`src/rtl/mem_ctrl_pkg.sv`:
```
`default_nettype none
// ============================================================================
// Module   : mem_ctrl_pkg
// Purpose  : Shared types and constants for the memory access controller:
//            FSM state encoding, RAM access type codes, read/write codes and
//            the data-access legality check.
// Ports    : none (package)
// Revision : 1.0 - initial release
// ============================================================================
package mem_ctrl_pkg;

  typedef enum logic [1:0] {
    S_IDLE    = 2'd0,
    S_ACCESS  = 2'd1,
    S_RELEASE = 2'd2
  } state_t;

  localparam logic [1:0] TYPE_BYTE = 2'b00;
  localparam logic [1:0] TYPE_HALF = 2'b01;
  localparam logic [1:0] TYPE_WORD = 2'b10;
  localparam logic [1:0] TYPE_RSVD = 2'b11;

  localparam logic RW_READ  = 1'b1;
  localparam logic RW_WRITE = 1'b0;

  // A data access is refused when its type is reserved or the address is
  // not naturally aligned for the access width.
  function automatic logic da_illegal(input logic [1:0] da_type,
                                      input logic [1:0] addr_lsb);
    logic bad;
    case (da_type)
      TYPE_BYTE: bad = 1'b0;
      TYPE_HALF: bad = addr_lsb[0];
      TYPE_WORD: bad = (addr_lsb != 2'b00);
      default:   bad = 1'b1;
    endcase
    return bad;
  endfunction

endpackage
`default_nettype wire

```
`src/rtl/mem_rr_arbiter.sv`:
```
`default_nettype none
// ============================================================================
// Module   : mem_rr_arbiter
// Purpose  : Two-requester round-robin arbiter with a last-grant flop.
//            A lone request wins; on simultaneous requests the requester not
//            granted last wins. Reset makes "data" the last grant so fetch
//            wins the first tie.
// Ports    : clk, rst        - clock, asynchronous active-high reset
//            req_if, req_da  - fetch / data requests
//            accept          - the current grant is taken this cycle
//            grant[1:0]      - one-hot grant, bit0 = fetch, bit1 = data
// Revision : 1.0 - initial release
// ============================================================================
module mem_rr_arbiter (
  input  logic       clk,
  input  logic       rst,
  input  logic       req_if,
  input  logic       req_da,
  input  logic       accept,
  output logic [1:0] grant
);

  logic last_da_q, last_da_d;

  always_comb begin
    grant = 2'b00;
    if (req_if && req_da) begin
      grant = last_da_q ? 2'b01 : 2'b10;
    end else if (req_if) begin
      grant = 2'b01;
    end else if (req_da) begin
      grant = 2'b10;
    end
  end

  always_comb begin
    last_da_d = last_da_q;
    if (accept && (grant != 2'b00)) begin
      last_da_d = grant[1];
    end
  end

  always_ff @(posedge clk or posedge rst) begin
    if (rst) begin
      last_da_q <= 1'b1;
    end else begin
      last_da_q <= last_da_d;
    end
  end

endmodule
`default_nettype wire

```
`src/rtl/mem_access_controller.sv`:
```
`default_nettype none
// ============================================================================
// Module   : mem_access_controller
// Purpose  : Arbitrates instruction-fetch and data-access requests onto a
//            single RAM handshake (MOV/MOC) through an IDLE/ACCESS/RELEASE FSM.
//            Optional build macro MEM_TIMEOUT_EN adds an ACCESS-cycle watchdog
//            that aborts after TIMEOUT_CYCLES cycles without MOC.
// Ports    : CLK, CLR                 - clock, asynchronous active-high reset
//            if_req, if_addr          - fetch request (always a word read)
//            da_req, da_rw, da_type,
//            da_addr, da_wdata        - data request and its command fields
//            MOC, mem_rdata           - RAM completion and read data
//            MOV, RW, typeData,
//            mem_addr, mem_wdata      - registered RAM command
//            rdata                    - last completed read data
//            if_done, da_done, err    - one-cycle completion / error pulses
//            busy                     - FSM not in IDLE
// Revision : 1.0 - initial release
// ============================================================================
module mem_access_controller
  import mem_ctrl_pkg::*;
#(
  parameter int unsigned TIMEOUT_CYCLES = 16
) (
  input  logic        CLK,
  input  logic        CLR,
  input  logic        if_req,
  input  logic [31:0] if_addr,
  input  logic        da_req,
  input  logic        da_rw,
  input  logic [1:0]  da_type,
  input  logic [31:0] da_addr,
  input  logic [31:0] da_wdata,
  input  logic        MOC,
  input  logic [31:0] mem_rdata,
  output logic        MOV,
  output logic        RW,
  output logic [1:0]  typeData,
  output logic [31:0] mem_addr,
  output logic [31:0] mem_wdata,
  output logic [31:0] rdata,
  output logic        if_done,
  output logic        da_done,
  output logic        err,
  output logic        busy
);

  if (TIMEOUT_CYCLES < 1) begin : g_bad_timeout
    $error("TIMEOUT_CYCLES must be at least 1");
  end

  state_t      state_q, state_d;
  logic        mov_q, mov_d;
  logic        rw_q, rw_d;
  logic [1:0]  type_q, type_d;
  logic [31:0] addr_q, addr_d;
  logic [31:0] wdata_q, wdata_d;
  logic [31:0] rdata_q, rdata_d;
  logic        if_done_q, if_done_d;
  logic        da_done_q, da_done_d;
  logic        err_q, err_d;
  logic        owner_da_q, owner_da_d;

  logic [1:0]  grant;
  logic        accept;
  logic        tmo_hit;

  // While a done pulse is visible the requester has not yet had a chance to
  // drop its request, so arbitration waits one cycle to avoid a re-issue.
  assign accept = (state_q == S_IDLE) && (if_req || da_req) &&
                  !(if_done_q || da_done_q);

  mem_rr_arbiter u_arb (
    .clk    (CLK),
    .rst    (CLR),
    .req_if (if_req),
    .req_da (da_req),
    .accept (accept),
    .grant  (grant)
  );

`ifdef MEM_TIMEOUT_EN
  localparam int unsigned TMO_W = $clog2(TIMEOUT_CYCLES + 1);
  logic [TMO_W-1:0] tmo_q, tmo_d;

  always_comb begin
    tmo_d = '0;
    if (state_q == S_ACCESS) begin
      tmo_d = tmo_q + 1'b1;
    end
  end

  // Fires in the last allowed ACCESS cycle so MOV is high exactly
  // TIMEOUT_CYCLES cycles.
  assign tmo_hit = (state_q == S_ACCESS) &&
                   (tmo_q == TMO_W'(TIMEOUT_CYCLES - 1));

  always_ff @(posedge CLK or posedge CLR) begin
    if (CLR) begin
      tmo_q <= '0;
    end else begin
      tmo_q <= tmo_d;
    end
  end
`else
  assign tmo_hit = 1'b0;
`endif

  always_comb begin
    state_d    = state_q;
    mov_d      = mov_q;
    rw_d       = rw_q;
    type_d     = type_q;
    addr_d     = addr_q;
    wdata_d    = wdata_q;
    rdata_d    = rdata_q;
    owner_da_d = owner_da_q;
    if_done_d  = 1'b0;
    da_done_d  = 1'b0;
    err_d      = 1'b0;

    case (state_q)
      S_IDLE: begin
        if (accept) begin
          if (grant[0]) begin
            state_d    = S_ACCESS;
            mov_d      = 1'b1;
            rw_d       = RW_READ;
            type_d     = TYPE_WORD;
            addr_d     = if_addr;
            owner_da_d = 1'b0;
          end else if (grant[1]) begin
            if (da_illegal(da_type, da_addr[1:0])) begin
              da_done_d = 1'b1;
              err_d     = 1'b1;
            end else begin
              state_d    = S_ACCESS;
              mov_d      = 1'b1;
              rw_d       = da_rw;
              type_d     = da_type;
              addr_d     = da_addr;
              wdata_d    = da_wdata;
              owner_da_d = 1'b1;
            end
          end
        end
      end

      S_ACCESS: begin
        if (MOC || tmo_hit) begin
          state_d = S_RELEASE;
          mov_d   = 1'b0;
          if (owner_da_q) begin
            da_done_d = 1'b1;
          end else begin
            if_done_d = 1'b1;
          end
          if (MOC) begin
            if (rw_q == RW_READ) begin
              rdata_d = mem_rdata;
            end
          end else begin
            err_d = 1'b1;
          end
        end
      end

      S_RELEASE: begin
        if (!MOC) begin
          state_d = S_IDLE;
        end
      end

      default: begin
        state_d = S_IDLE;
        mov_d   = 1'b0;
      end
    endcase
  end

  always_ff @(posedge CLK or posedge CLR) begin
    if (CLR) begin
      state_q    <= S_IDLE;
      mov_q      <= 1'b0;
      rw_q       <= 1'b0;
      type_q     <= TYPE_WORD;
      addr_q     <= '0;
      wdata_q    <= '0;
      rdata_q    <= '0;
      owner_da_q <= 1'b0;
      if_done_q  <= 1'b0;
      da_done_q  <= 1'b0;
      err_q      <= 1'b0;
    end else begin
      state_q    <= state_d;
      mov_q      <= mov_d;
      rw_q       <= rw_d;
      type_q     <= type_d;
      addr_q     <= addr_d;
      wdata_q    <= wdata_d;
      rdata_q    <= rdata_d;
      owner_da_q <= owner_da_d;
      if_done_q  <= if_done_d;
      da_done_q  <= da_done_d;
      err_q      <= err_d;
    end
  end

  assign MOV       = mov_q;
  assign RW        = rw_q;
  assign typeData  = type_q;
  assign mem_addr  = addr_q;
  assign mem_wdata = wdata_q;
  assign rdata     = rdata_q;
  assign if_done   = if_done_q;
  assign da_done   = da_done_q;
  assign err       = err_q;
  assign busy      = (state_q != S_IDLE);

endmodule
`default_nettype wire
```
`config.mk`:
```
export PLATFORM = sky130hd
export DESIGN_NAME = mem_access_controller
export DESIGN_NICKNAME = d
export VERILOG_FILES = /design/src/rtl/mem_ctrl_pkg.sv /design/src/rtl/mem_rr_arbiter.sv /design/src/rtl/mem_access_controller.sv
export SDC_FILE = /design/constraint.sdc
export NUM_CORES = 1
export LEC_CHECK = 0
export BUFFER_PORTS_ARGS = -buffer_cell sky130_fd_sc_hd__buf_2
export CAP_MARGIN = 40
export CORE_UTILIZATION = 45
export CTS_CLUSTER_SIZE = 12
export DETAILED_ROUTE_END_ITERATION = 7
export PLACE_DENSITY = 0.77
export SLEW_MARGIN = 15
export SYNTH_ARGS = -nofsm -noshare
export SYNTH_HDL_FRONTEND = slang
export SYNTH_SLANG_ARGS = --single-unit
```
`constraint.sdc`:
```
create_clock -name CLK -period 4.6 [get_ports CLK]
set_input_delay 0.92 -clock CLK [delete_from_list [all_inputs] [get_ports CLK]]
set_output_delay 0.92 -clock CLK [all_outputs]
set_load 0.01 [all_outputs]
```
# Word level (Yosys, flattened, before mapping)
# Index checks and enable logic that the tools add are counted.
[totals]
regBits = 107
inputBits = 136
out_inout_bits = 104
elab_cells = 85
[classes]
n_eq_ne = 10
mux = 43
bitwise = 3
n_reduce_logical = 17
[ops]
columns = ["operator", "count"]
rows = [
  ["$mux 32", 3],
  ["$mux 2", 13],
  ["$mux 1", 23],
  ["$reduce_and 5->1", 3],
  ["$pmux 1 s3", 2],
  ["$pmux 2 s3", 1],
  ["$reduce_bool 2->1", 3],
  ["$eq 2x1->1 const B", 2],
  ["$eq 2x2->1 const B", 2],
  ["$logic_and 1x1->1", 4],
  ["$logic_not 2->1", 2],
  ["$ne 2x1->1 const B", 2],
  ["$ne 2x2->1 const B", 2],
  ["$reduce_and 4->1", 1],
  ["$ne 3x1->1 const B", 1],
  ["$ne 3x2->1 const B", 1],
  ["$not 1->1", 3],
  ["$reduce_and 3->1", 1],
  ["$logic_or 1x1->1", 2],
  ["$pmux 1 s2", 1],
  ["$logic_not 1->1", 1],
]

# Depth between registers and ports, before layout
# Gate-level depths: netlist (run 1).
[depth]
depth_word = 12
depth_mapped = 6
mapped_depth_nobuf = 4

# By module
# A second synthesis (run 1) with hierarchy kept.
[hier_totals]
hier_cells = 371
area_unflattened_um2 = 4531.8
[modules_own_cells]
columns = ["module", "n_inst", "cells_each", "area_per_inst_um2", "seq_area_each_um2"]
rows = [
  ["mem_access_controller", 1, 364, 4471.8, 2653.8],
  ["mem_rr_arbiter", 1, 7, 60.1, 26.3],
]

# Worst setup path before layout (run 1)
# OpenSTA, ideal clock, no wires.
[synth_timing]
path_type = "input to register"
startpoint = "input da_addr[1]"
endpoint = "register wdata_q[10], in the netlist mem_wdata[10]"
setup_time_ps = 125
arrival_time_ps = 2245
t_required_ps = 4475
path_slack_ps = 2230
cell_stages = 6
n_path_buf = 2
path_cell_list = "or3_4 -> and2_1 -> buf_6 -> nor2_4 -> buf_6 -> mux2_2"
[synth_between]
elab_chain_len = 8
[synth_rtl]
columns = ["item", "line", "source"]
rows = [
  ["from (decl)", "mem_access_controller.sv:32", "input logic [31:0] da_addr,"],
  ["$reduce_bool 2->1", "mem_ctrl_pkg.sv:34", "TYPE_WORD: bad = (addr_lsb != 2'b00);"],
  ["$pmux 1 s3", "mem_ctrl_pkg.sv:31", "case (da_type)"],
  ["$mux 1", "mem_access_controller.sv:132", "end else if (grant[1]) begin"],
  ["$mux 1", "mem_access_controller.sv:125", "if (grant[0]) begin"],
  ["$mux 1", "mem_access_controller.sv:124", "if (accept) begin"],
  ["$mux 1", "mem_access_controller.sv:122", "case (state_q)"],
  ["$not 1->1 (no line)", "-", ""],
  ["$reduce_and 5->1 (no line)", "-", ""],
  ["to (signal assigned)", "mem_access_controller.sv:200", "wdata_q <= wdata_d;"],
  ["to (decl)", "mem_access_controller.sv:57", "logic [31:0] wdata_q, wdata_d;"],
]
# No other way between the ends. The select of a mux whose other input is x is not followed.
# A chain may end at the register's enable or synchronous reset.

# Worst setup path after layout (run 1)
[layout_timing]
startpoint = "input da_addr[0]"
endpoint = "register addr_q[5], in the netlist mem_addr[5]"
[layout_between]
elab_chain_len = 8
[layout_rtl]
columns = ["item", "line", "source"]
rows = [
  ["$reduce_bool 2->1", "mem_ctrl_pkg.sv:34", ""],
  ["$pmux 1 s3 *", "mem_ctrl_pkg.sv:31", ""],
  ["$mux 1 *", "mem_access_controller.sv:132", ""],
  ["$mux 1 *", "mem_access_controller.sv:125", ""],
  ["$mux 1 *", "mem_access_controller.sv:124", ""],
  ["$mux 1 *", "mem_access_controller.sv:122", ""],
  ["$ne 2x1->1 (no line) *", "-", ""],
  ["$reduce_and 4->1 (no line) *", "-", ""],
  ["to (signal assigned)", "mem_access_controller.sv:199", "addr_q <= addr_d;"],
  ["to (decl)", "mem_access_controller.sv:56", "logic [31:0] addr_q, addr_d;"],
]
# Every way passes the cells marked *; elsewhere a longest branch is shown, timed or not. The select of a mux whose other input is x is not followed.

==> results of run 1 <==
## metal layers
metal  GRT usage  vias to the layer above  wire length (um)
met5           0                        -                 0
met4     0.09588                        0               273
li1            -                     1568                 -
met3     0.02899                       26               471
met1      0.2455                     1658              4064
met2      0.3684                      140              5649
## power breakdown
part | leakage [nW] | switching, mW | internal, mW
Sequential | 1.24 | 0.254 | 1.41
Clock | 0.111 | 0.316 | 0.313
Combinational | 1.53 | 0.862 | 0.959
## registers in the layout (all words and copies together), names as in the netlist
signal           flops
mem_addr            32
rdata               32
u_arb.last_da_q      1
mem_wdata           32
da_done              1
RW                   1
typeData             2
owner_da_q           1
state_q              2
err                  1
if_done              1
MOV                  1
## worst min-delay path by stage
stage / startpoint / end / slack (ns)
floorplan: owner_da_q / if_done / 0.43
global placement: owner_da_q / if_done / 0.46
detailed placement: owner_da_q / if_done / 0.45
CTS: owner_da_q / if_done / 0.46
global route: CLR / rdata[26] / 0.45
finish: CLR / rdata[26] / 0.46
## cells by family (layout without fill, tap and decap cells)
kind of cell / Yosys count / after routing
AO/OA/AOI/OAI: 82 / 82
multiplexers: 64 / 64
flip-flops: 107 / 107
buffers and inverters: 24 / 267
AND/OR/NAND/NOR: 14 / 14
## cells in the final DEF (no fill, tap or decap), types with 3 or more instances in the layout
cell type    n
o21ai_0      4
o22ai_1     32
clkbuf_8     9
a2bb2oi_1    3
mux2_2      64
dfrtp_1    105
nand2b_1     3
nand2_1      3
inv_1        3
a2bb2oi_2   29
buf_2      239
buf_4        5
a21oi_1      4
## cell type report
cell class | instances | share of cell area
flip-flops and latches | 107 | 0.4472
clock buffers | 10 | 0.02129
inverters | 4 | 0.002923
well taps | 129 | 0.02693
repair buffers | 247 | 0.2175
clock inverters | 6 | 0.01587
multi-input cells | 160 | 0.2683
## worst reg2reg max path, delay by kind of cell, from the launching register on
kind / cells / cell delay (ns)
muxes: 1 / 0.36
DFF: 1 / 0.43
and+or+nand+nor: 2 / 0.76
buffers and inverters: 1 / 0.23
AOI/OAI and AO/OA: 1 / 0.29
==> flow_summary.yaml, run 1 <==
detailed_routing:
  routed_wl_um: 10460
  post_drt_via_cell_ratio: 5.116
  via_count: 3392
  routedWlPerCell_um: 15.78
  route.detailed.drc: 0
  antenna_left: 0
  dr.pass1.iters: 4
  drt-initial-drc-count: 78
cells_and_area:
  layout.nets: 665
  final_util: 0.6365
  antenna_cells: 0
  regArea_um2: 2680
  final_layout_size_suffix_gt1_frac: 0.6816
  stdcell_area_um2: 5993
  fill_cells: 726
  syn_to_final_growth_pct: 35.04
  multi_input_area_um2: 1608
  instances_no_fill: 663
power:
  leakagePower_nw: 2.886
  fin_total_pwr_mw: 4.115
  ir_drop_mv: 0.3093
  p_per_area_nw_per_um2: 686.5
timing:
  finalCritPeriodShare: 0.5457
  clock_skew_ns: 0.01369
  tns_ns: 0
  hold_viol_final: 0
  rsz0062_at_grt: "false"
  slew_headroom: 0.5822
  setup_ws_ns: 2.090
  min_period_ns: 2.510
  holdWs_ns: 0.4578
  tightest_slew_ns: 0.6251
  slew_violations: 0
  finalSetupViolCount: 0
  max_freq_ghz: 0.3984
yosys:
  synth_edf_count: 0
  ys_seq_elements: 107
  synth_flop_cell: "dfrtp_1"
  syn_area_um2: 4438
  synth_warnings: 0
  synth_top_family_by_area: "compound AO/OA/AOI/OAI gates"
  synthAdderAreaFrac: 0
  yosysSeqAreaShare: 0.6039
  syn_inst: 291
  yosysTopAreaCellShare: 0.5920
  async_flop_share: 1.000
  synthSimpleGateAreaFrac: 0.02030
  synth_top_area_cell: "dfrtp_1"
  synthXorXnorAreaFrac: 0
  synth.distinct_cells: 28
  muxShareOfSynthArea: 0.1624
  synth_most_common_cell: "dfrtp_1"
  avgSynthCellArea_um2: 15.25
  syn-num-nets: 427
  ys_top_cells_by_area: "dfrtp_1, mux2_2, a2bb2oi_2"
  ys_top_cells_by_count: "dfrtp_1, mux2_2, o22ai_1, a2bb2oi_2, clkbuf_1"
  synth_compound_area_frac: 0.1793
critical_path:
  crit_chain: "buf_2 -> or3_4 -> and2_1 -> a21boi_4 -> buf_4 -> a2bb2oi_2"
  crit_buf_inv: 2
  reg2reg_from: "state_q[0]"
  cp_top_family: "compound AO/OA/AOI/OAI gates"
  reg2reg_depth: 5
  crit_path_start: "da_addr[0]"
  cp-end-kind: "flop"
  r2r_slack_ns: 2.41
  slowest_stage: "a21boi_4"
  worstSetupStartpointType: "primary input"
  arrival_ns: 2.79
  critPathMaxFanout: 19
  path_class: "in -> reg"
  worstPathRequired_ns: 4.88
  r2r_end: "mem_wdata[22]"
  cp_num_cells: 6
  cp_slowest_stage_delay_ns: 0.55
  crit_end: "mem_addr[5]"
clock_network:
  cts_hold_buf: 0
  postCtsSetupRepairBufs: 0
  ctsResizeCount: 0
  cts.clk_slew.worst_paths_ns: 0.10
  clkSinkCount: 107
  numCtsBuffers: 9
  clockBufferDepth: 2
  insertion_delay_ns: 0.36
  h-tree-depth: 3
  cts_tree: "built"
  cts-root-buf: "clkbuf_8"
global_routing:
  grt_first_pass_wirelength_um: 16310
  grt_usage: 0.2059
  grt_overflow: 0
  antenna_found_initial: 0
  grt_max_degree: 69
  first_global_vias: 3417
worst_hold_path:
  hp-class: "in -> async"
placed_design:
  globalplace.congestion: 0.7803
  pre_cts_ws_ns: 1.703
  dpl.cell_count: 646
  placed_area_um2: 5743
  place_hpwl_um: 7946
  port_buffers: 239
floorplanning:
  num_rows: 35
  coreArea_um2: 9415
  start_util: 0.4714
  io_pins: 240
  die-area_um2: 10260
  die_h_um: 101.3
  die_w_um: 101.3
run_status:
  run_status: "finished clean"
run:
  cap_violations: 0
Note: power is estimated with default switching activity, not from simulation.
==> inputs of run 2 (changes only) <==
--- a/config.mk
+++ b/config.mk
@@ -7,10 +7,10 @@
 export LEC_CHECK = 0
 export BUFFER_PORTS_ARGS = -buffer_cell sky130_fd_sc_hd__buf_2
 export CAP_MARGIN = 40
-export CORE_UTILIZATION = 45
+export CORE_UTILIZATION = 40
 export CTS_CLUSTER_SIZE = 12
 export DETAILED_ROUTE_END_ITERATION = 7
-export PLACE_DENSITY = 0.77
+export PLACE_DENSITY = 0.73
 export SLEW_MARGIN = 15
 export SYNTH_ARGS = -nofsm -noshare
 export SYNTH_HDL_FRONTEND = slang
==> constraint.sdc (replaced) <==
create_clock -name CLK -period 2.3 [get_ports CLK]
set_input_delay 0.46 -clock CLK [delete_from_list [all_inputs] [get_ports CLK]]
set_output_delay 0.46 -clock CLK [all_outputs]
set_load 0.01 [all_outputs]
==> run 2 against run 1 <==
Against the previous run:
- combinational power up 100%
- register-to-register slack worse by 2.1 ns
- utilization shrank 8.8 points
- clock power rose by 59%
- critical path type is now reg -> reg
- highest routed layer unchanged
- sequential share of layout area grew 0.37 points
==> flow_summary.yaml, run 2 (synthesis gave the netlist of run 1 again) <==
clock_network:
  cts.clk_slew.worst_paths_ns: 0.10
  clockBufferDepth: 2
  ctsResizeCount: 0
  postCtsSetupRepairBufs: 0
  cts_hold_buf: 0
  insertion_delay_ns: 0.36
  cts-root-buf: "clkbuf_8"
  numCtsBuffers: 9
  clkSinkCount: 107
  cts_tree: "built"
  h-tree-depth: 3
detailed_routing:
  via_count: 3381
  drt-initial-drc-count: 114
  route.detailed.drc: 0
  routed_wl_um: 10370
  routedWlPerCell_um: 15.36
  post_drt_via_cell_ratio: 5.009
  antenna_left: 0
  dr.pass1.iters: 4
floorplanning:
  die_h_um: 107.3
  coreArea_um2: 10840
  die-area_um2: 11520
  start_util: 0.4094
  die_w_um: 107.3
  num_rows: 38
  io_pins: 240
timing:
  hold_viol_final: 0
  rsz0062_at_grt: "false"
  tightest_slew_ns: 0.5590
  clock_skew_ns: 0.008233
  tns_ns: 0
  slew_headroom: 0.6274
  max_freq_ghz: 0.4997
  holdWs_ns: 0.2573
  finalSetupViolCount: 0
  finalCritPeriodShare: 0.8702
  min_period_ns: 2.001
  slew_violations: 0
power:
  p_int_mw: 5.142
  seq_power_share: 0.419
  switching_share: 0.3566
  p_clk_frac: 0.125
  p_switching_mw: 2.850
  fin_total_pwr_mw: 7.992
  leakagePower_nw: 2.849
  ir_drop_mv: 0.5150
  p_per_area_nw_per_um2: 1344
  pwr-share-comb: 0.456
cells_and_area:
  instances_no_fill: 675
  mostFrequentLayoutCell: "buf_2"
  layout.nets: 666
  layout_common_cells: "buf_2, dfrtp_1, mux2_2"
  final_util: 0.5484
  final_layout_size_suffix_gt1_frac: 0.6804
  syn_to_final_growth_pct: 33.94
  antenna_cells: 0
critical_path:
  worstSetupStartpointType: "flop"
  cp-end-kind: "flop"
  worstPathRequired_ns: 2.55
  critPathMaxFanout: 10
  path_class: "reg -> reg"
  arrival_ns: 2.25
placed_design:
  port_buffers: 239
  globalplace.congestion: 0.7619
  place_hpwl_um: 7778
  dpl.cell_count: 659
global_routing:
  grt_max_degree: 108
  grt_first_pass_wirelength_um: 16240
  first_global_vias: 3435
  grt_overflow: 0
  antenna_found_initial: 0
  grt_usage: 0.1826
worst_hold_path:
  hp-class: "in -> async"
run_status:
  run_status: "finished clean"
run:
  cap_violations: 0
run 2: changes by cell type in the layout (fill, tap and decap cells not counted), sizes merged:
cell      delta
buf          +1
clkbuf       +1
clkinvlp     +3
inv          -3
clkinv       +1
bufinv       -2
run 2: critical path, cell delays in order, from the launching register on:
cell	delay, ns
dfrtp_1	0.44
nor4_2	0.39
o211ai_1	0.31
nor2_4	0.20
buf_4	0.21
mux2_2	0.35
run 2: layer usage:
metal,global-route usage,routed length (um),up-vias
met3,0.03753,723,19
met5,0,0,-
li1,-,-,1565
met1,0.2220,4278,1647
met4,0.08806,259,0
met2,0.3092,5105,150
run 2: through the flow:
step / worst slack (ns) / area, um^2
3_3_place_gp: 0.2558 / 5783
6_report: 0.2986 / 5944
3_5_place_dp: 0.2233 / 5783
4_1_cts: 0.2572 / 5944
5_1_grt: 0.1005 / 5944
2_1_floorplan: 0.3899 / 4442
run 2: worst paths after layout:
| check | start | endpoint | slack [ns] | cells past startpoint |
|---|---|---|---|---|
| worst max register to register | state_q[0] | mem_wdata[1] | 0.30 | 5 |
| worst max-delay path | state_q[0] | mem_wdata[1] | 0.30 | 5 |
| worst min register to register | owner_da_q | if_done | 0.50 | 1 |
| max in group asynchronous | CLR | u_arb.last_da_q | 1.63 | 3 |
| min in group CLK | MOC | state_q[0] | 0.32 | 2 |
| worst min-delay path | CLR | rdata[3] | 0.26 | 3 |
run 2: power groups by stage:
stage                     Combinational [mW]  Clock, mW  Sequential (mW)
after detailed placement                3.70          0             3.38
after floorplan                         1.90          0             3.78
after global routing                    3.93       1.11             3.47
after global placement                  3.60          0             3.34
after CTS                               3.70       1.04             3.35
final                                   3.65      0.998             3.35
run 2: final cells by class:
cell class	count	area, um^2
fillers	925	4896
flip-flops and latches	107	2680
multi-input cells	160	1608
repair buffers	248	1301
well taps	140	175.2
clock buffers	11	131.4
clock inverters	5	30.03
inverters	4	18.77
==> inputs of run 3 (changes only) <==
--- a/config.mk
+++ b/config.mk
@@ -7,10 +7,10 @@
 export LEC_CHECK = 0
 export BUFFER_PORTS_ARGS = -buffer_cell sky130_fd_sc_hd__buf_2
 export CAP_MARGIN = 40
-export CORE_UTILIZATION = 40
+export CORE_UTILIZATION = 45
 export CTS_CLUSTER_SIZE = 12
 export DETAILED_ROUTE_END_ITERATION = 7
-export PLACE_DENSITY = 0.73
+export PLACE_DENSITY = 0.77
 export SLEW_MARGIN = 15
 export SYNTH_ARGS = -nofsm -noshare
 export SYNTH_HDL_FRONTEND = slang
==> constraint.sdc (replaced) <==
create_clock -name CLK -period 2 [get_ports CLK]
set_input_delay 0.4 -clock CLK [delete_from_list [all_inputs] [get_ports CLK]]
set_output_delay 0.4 -clock CLK [all_outputs]
set_load 0.01 [all_outputs]
==> run 3 against run 2 <==
Against the previous run:
- power up 16%
- final cell count down 1.6%
- largest cell class unchanged
- sequential share of layout area down 0.40 points
- critical endpoint is now mem_wdata[30]
==> flow_summary.yaml, run 3 (synthesis gave the netlist of run 1 again) <==
global_routing:
  grt_max_degree: 108
  antenna_found_initial: 0
  grt_usage: 0.2024
  grt_overflow: 0
  first_global_vias: 3429
  grt_first_pass_wirelength_um: 15990
floorplanning:
  coreArea_um2: 9415
  start_util: 0.4714
  die_w_um: 101.3
  io_pins: 240
  die_h_um: 101.3
  die-area_um2: 10260
  num_rows: 35
critical_path:
  cp_top_family: "flip-flops"
  slowest_stage: "dfrtp_1"
  crit_buf_inv: 1
  cp_slowest_stage_delay_ns: 0.45
  worstSetupStartpointType: "flop"
  cp-end-kind: "flop"
  worstPathRequired_ns: 2.23
  crit_chain: "nor4_4 -> o211ai_1 -> nor2_4 -> buf_12 -> mux2_2"
  r2r_slack_ns: 0.17
  reg2reg_from: "state_q[0]"
  reg2reg_depth: 5
  cp_num_cells: 5
  r2r_end: "mem_wdata[30]"
  path_class: "reg -> reg"
  crit_path_start: "state_q[0]"
  arrival_ns: 2.06
  critPathMaxFanout: 33
power:
  seq_power_share: 0.413
  pwr-share-comb: 0.459
  ir_drop_mv: 0.6679
  p_per_area_nw_per_um2: 1549
  p_switching_mw: 3.299
  switching_share: 0.3551
  p_clk_frac: 0.128
  p_int_mw: 5.993
  leakagePower_nw: 2.879
worst_hold_path:
  hp-class: "in -> async"
placed_design:
  port_buffers: 239
  placed_area_um2: 5814
  place_hpwl_um: 7673
  dpl.cell_count: 649
  globalplace.congestion: 0.8094
  pre_cts_ws_ns: 0.01387
timing:
  tns_ns: 0
  tightest_slew_ns: 0.5753
  hold_viol_final: 0
  rsz0062_at_grt: "false"
  finalSetupViolCount: 0
  slew_headroom: 0.6165
  finalCritPeriodShare: 0.9141
  min_period_ns: 1.828
  setup_ws_ns: 0.1719
  max_freq_ghz: 0.5470
  clock_skew_ns: 0.01720
  slew_violations: 0
run_status:
  run_status: "finished clean"
cells_and_area:
  syn_to_final_growth_pct: 35.13
  final_util: 0.6369
  layout.nets: 667
  final_layout_size_suffix_gt1_frac: 0.6841
  layout_common_cells: "buf_2, dfrtp_1, mux2_2"
  fill_cells: 747
  antenna_cells: 0
  stdcell_area_um2: 5997
  mostFrequentLayoutCell: "buf_2"
  instances_no_fill: 664
detailed_routing:
  antenna_left: 0
  dr.pass1.iters: 4
  via_count: 3354
  routed_wl_um: 10180
  post_drt_via_cell_ratio: 5.051
  route.detailed.drc: 0
  routedWlPerCell_um: 15.33
  drt-initial-drc-count: 47
clock_network:
  clockBufferDepth: 2
  cts_hold_buf: 0
  cts.clk_slew.worst_paths_ns: 0.11
  insertion_delay_ns: 0.36
  cts-root-buf: "clkbuf_8"
  numCtsBuffers: 9
  h-tree-depth: 3
  cts_tree: "built"
  postCtsSetupRepairBufs: 0
  clkSinkCount: 107
  ctsResizeCount: 0
run:
  cap_violations: 0
## run 3: layout make-up
class / instances / area [um^2] / area share
Inverter: 4 / 18.77 / 0.003130
Clock buffer: 9 / 123.9 / 0.02066
Sequential cell: 107 / 2680 / 0.4469
Tap cell: 129 / 161.4 / 0.02691
Clock inverter: 6 / 50.05 / 0.008346
Timing Repair Buffer: 249 / 1346 / 0.2245
Multi-Input combinational cell: 160 / 1617 / 0.2696
## run 3: routing by layer
layer	wire, um	vias to the layer above	global-route usage
li1	-	1567	-
met1	3922	1643	0.2336
met2	5585	137	0.3768
met3	565	7	0.03589
met4	106	0	0.07023
met5	0	-	0
## run 3: worst min-delay path, cell delays in order
cell	delay, ns
buf_2	0.11
clkinvlp_4	0.07
buf_12	0.40
## run 3: metrics by stage
stage / hold slack (ns) / total power [mW]
2_1_floorplan: 0.4348 / 6.527
3_3_place_gp: 0.4719 / 8.013
3_5_place_dp: 0.4607 / 8.200
4_1_cts: 0.2016 / 9.402
5_1_grt: 0.2141 / 9.902
6_report: 0.1566 / 9.292
## run 3: power groups by stage
stage	sequential [mW]	combinational [mW]	clock, mW
2_1_floorplan	4.34	2.19	0
3_3_place_gp	3.83	4.19	0
3_5_place_dp	3.87	4.33	0
4_1_cts	3.83	4.33	1.24
5_1_grt	3.98	4.60	1.32
6_report	3.84	4.27	1.19
## run 3: how the worst max path moves through the flow
stage / end
CTS: mem_wdata[28]
finish: mem_wdata[30]
detailed placement: mem_addr[17]
global placement: mem_addr[17]
global route: mem_wdata[30]
floorplan: mem_wdata[10]
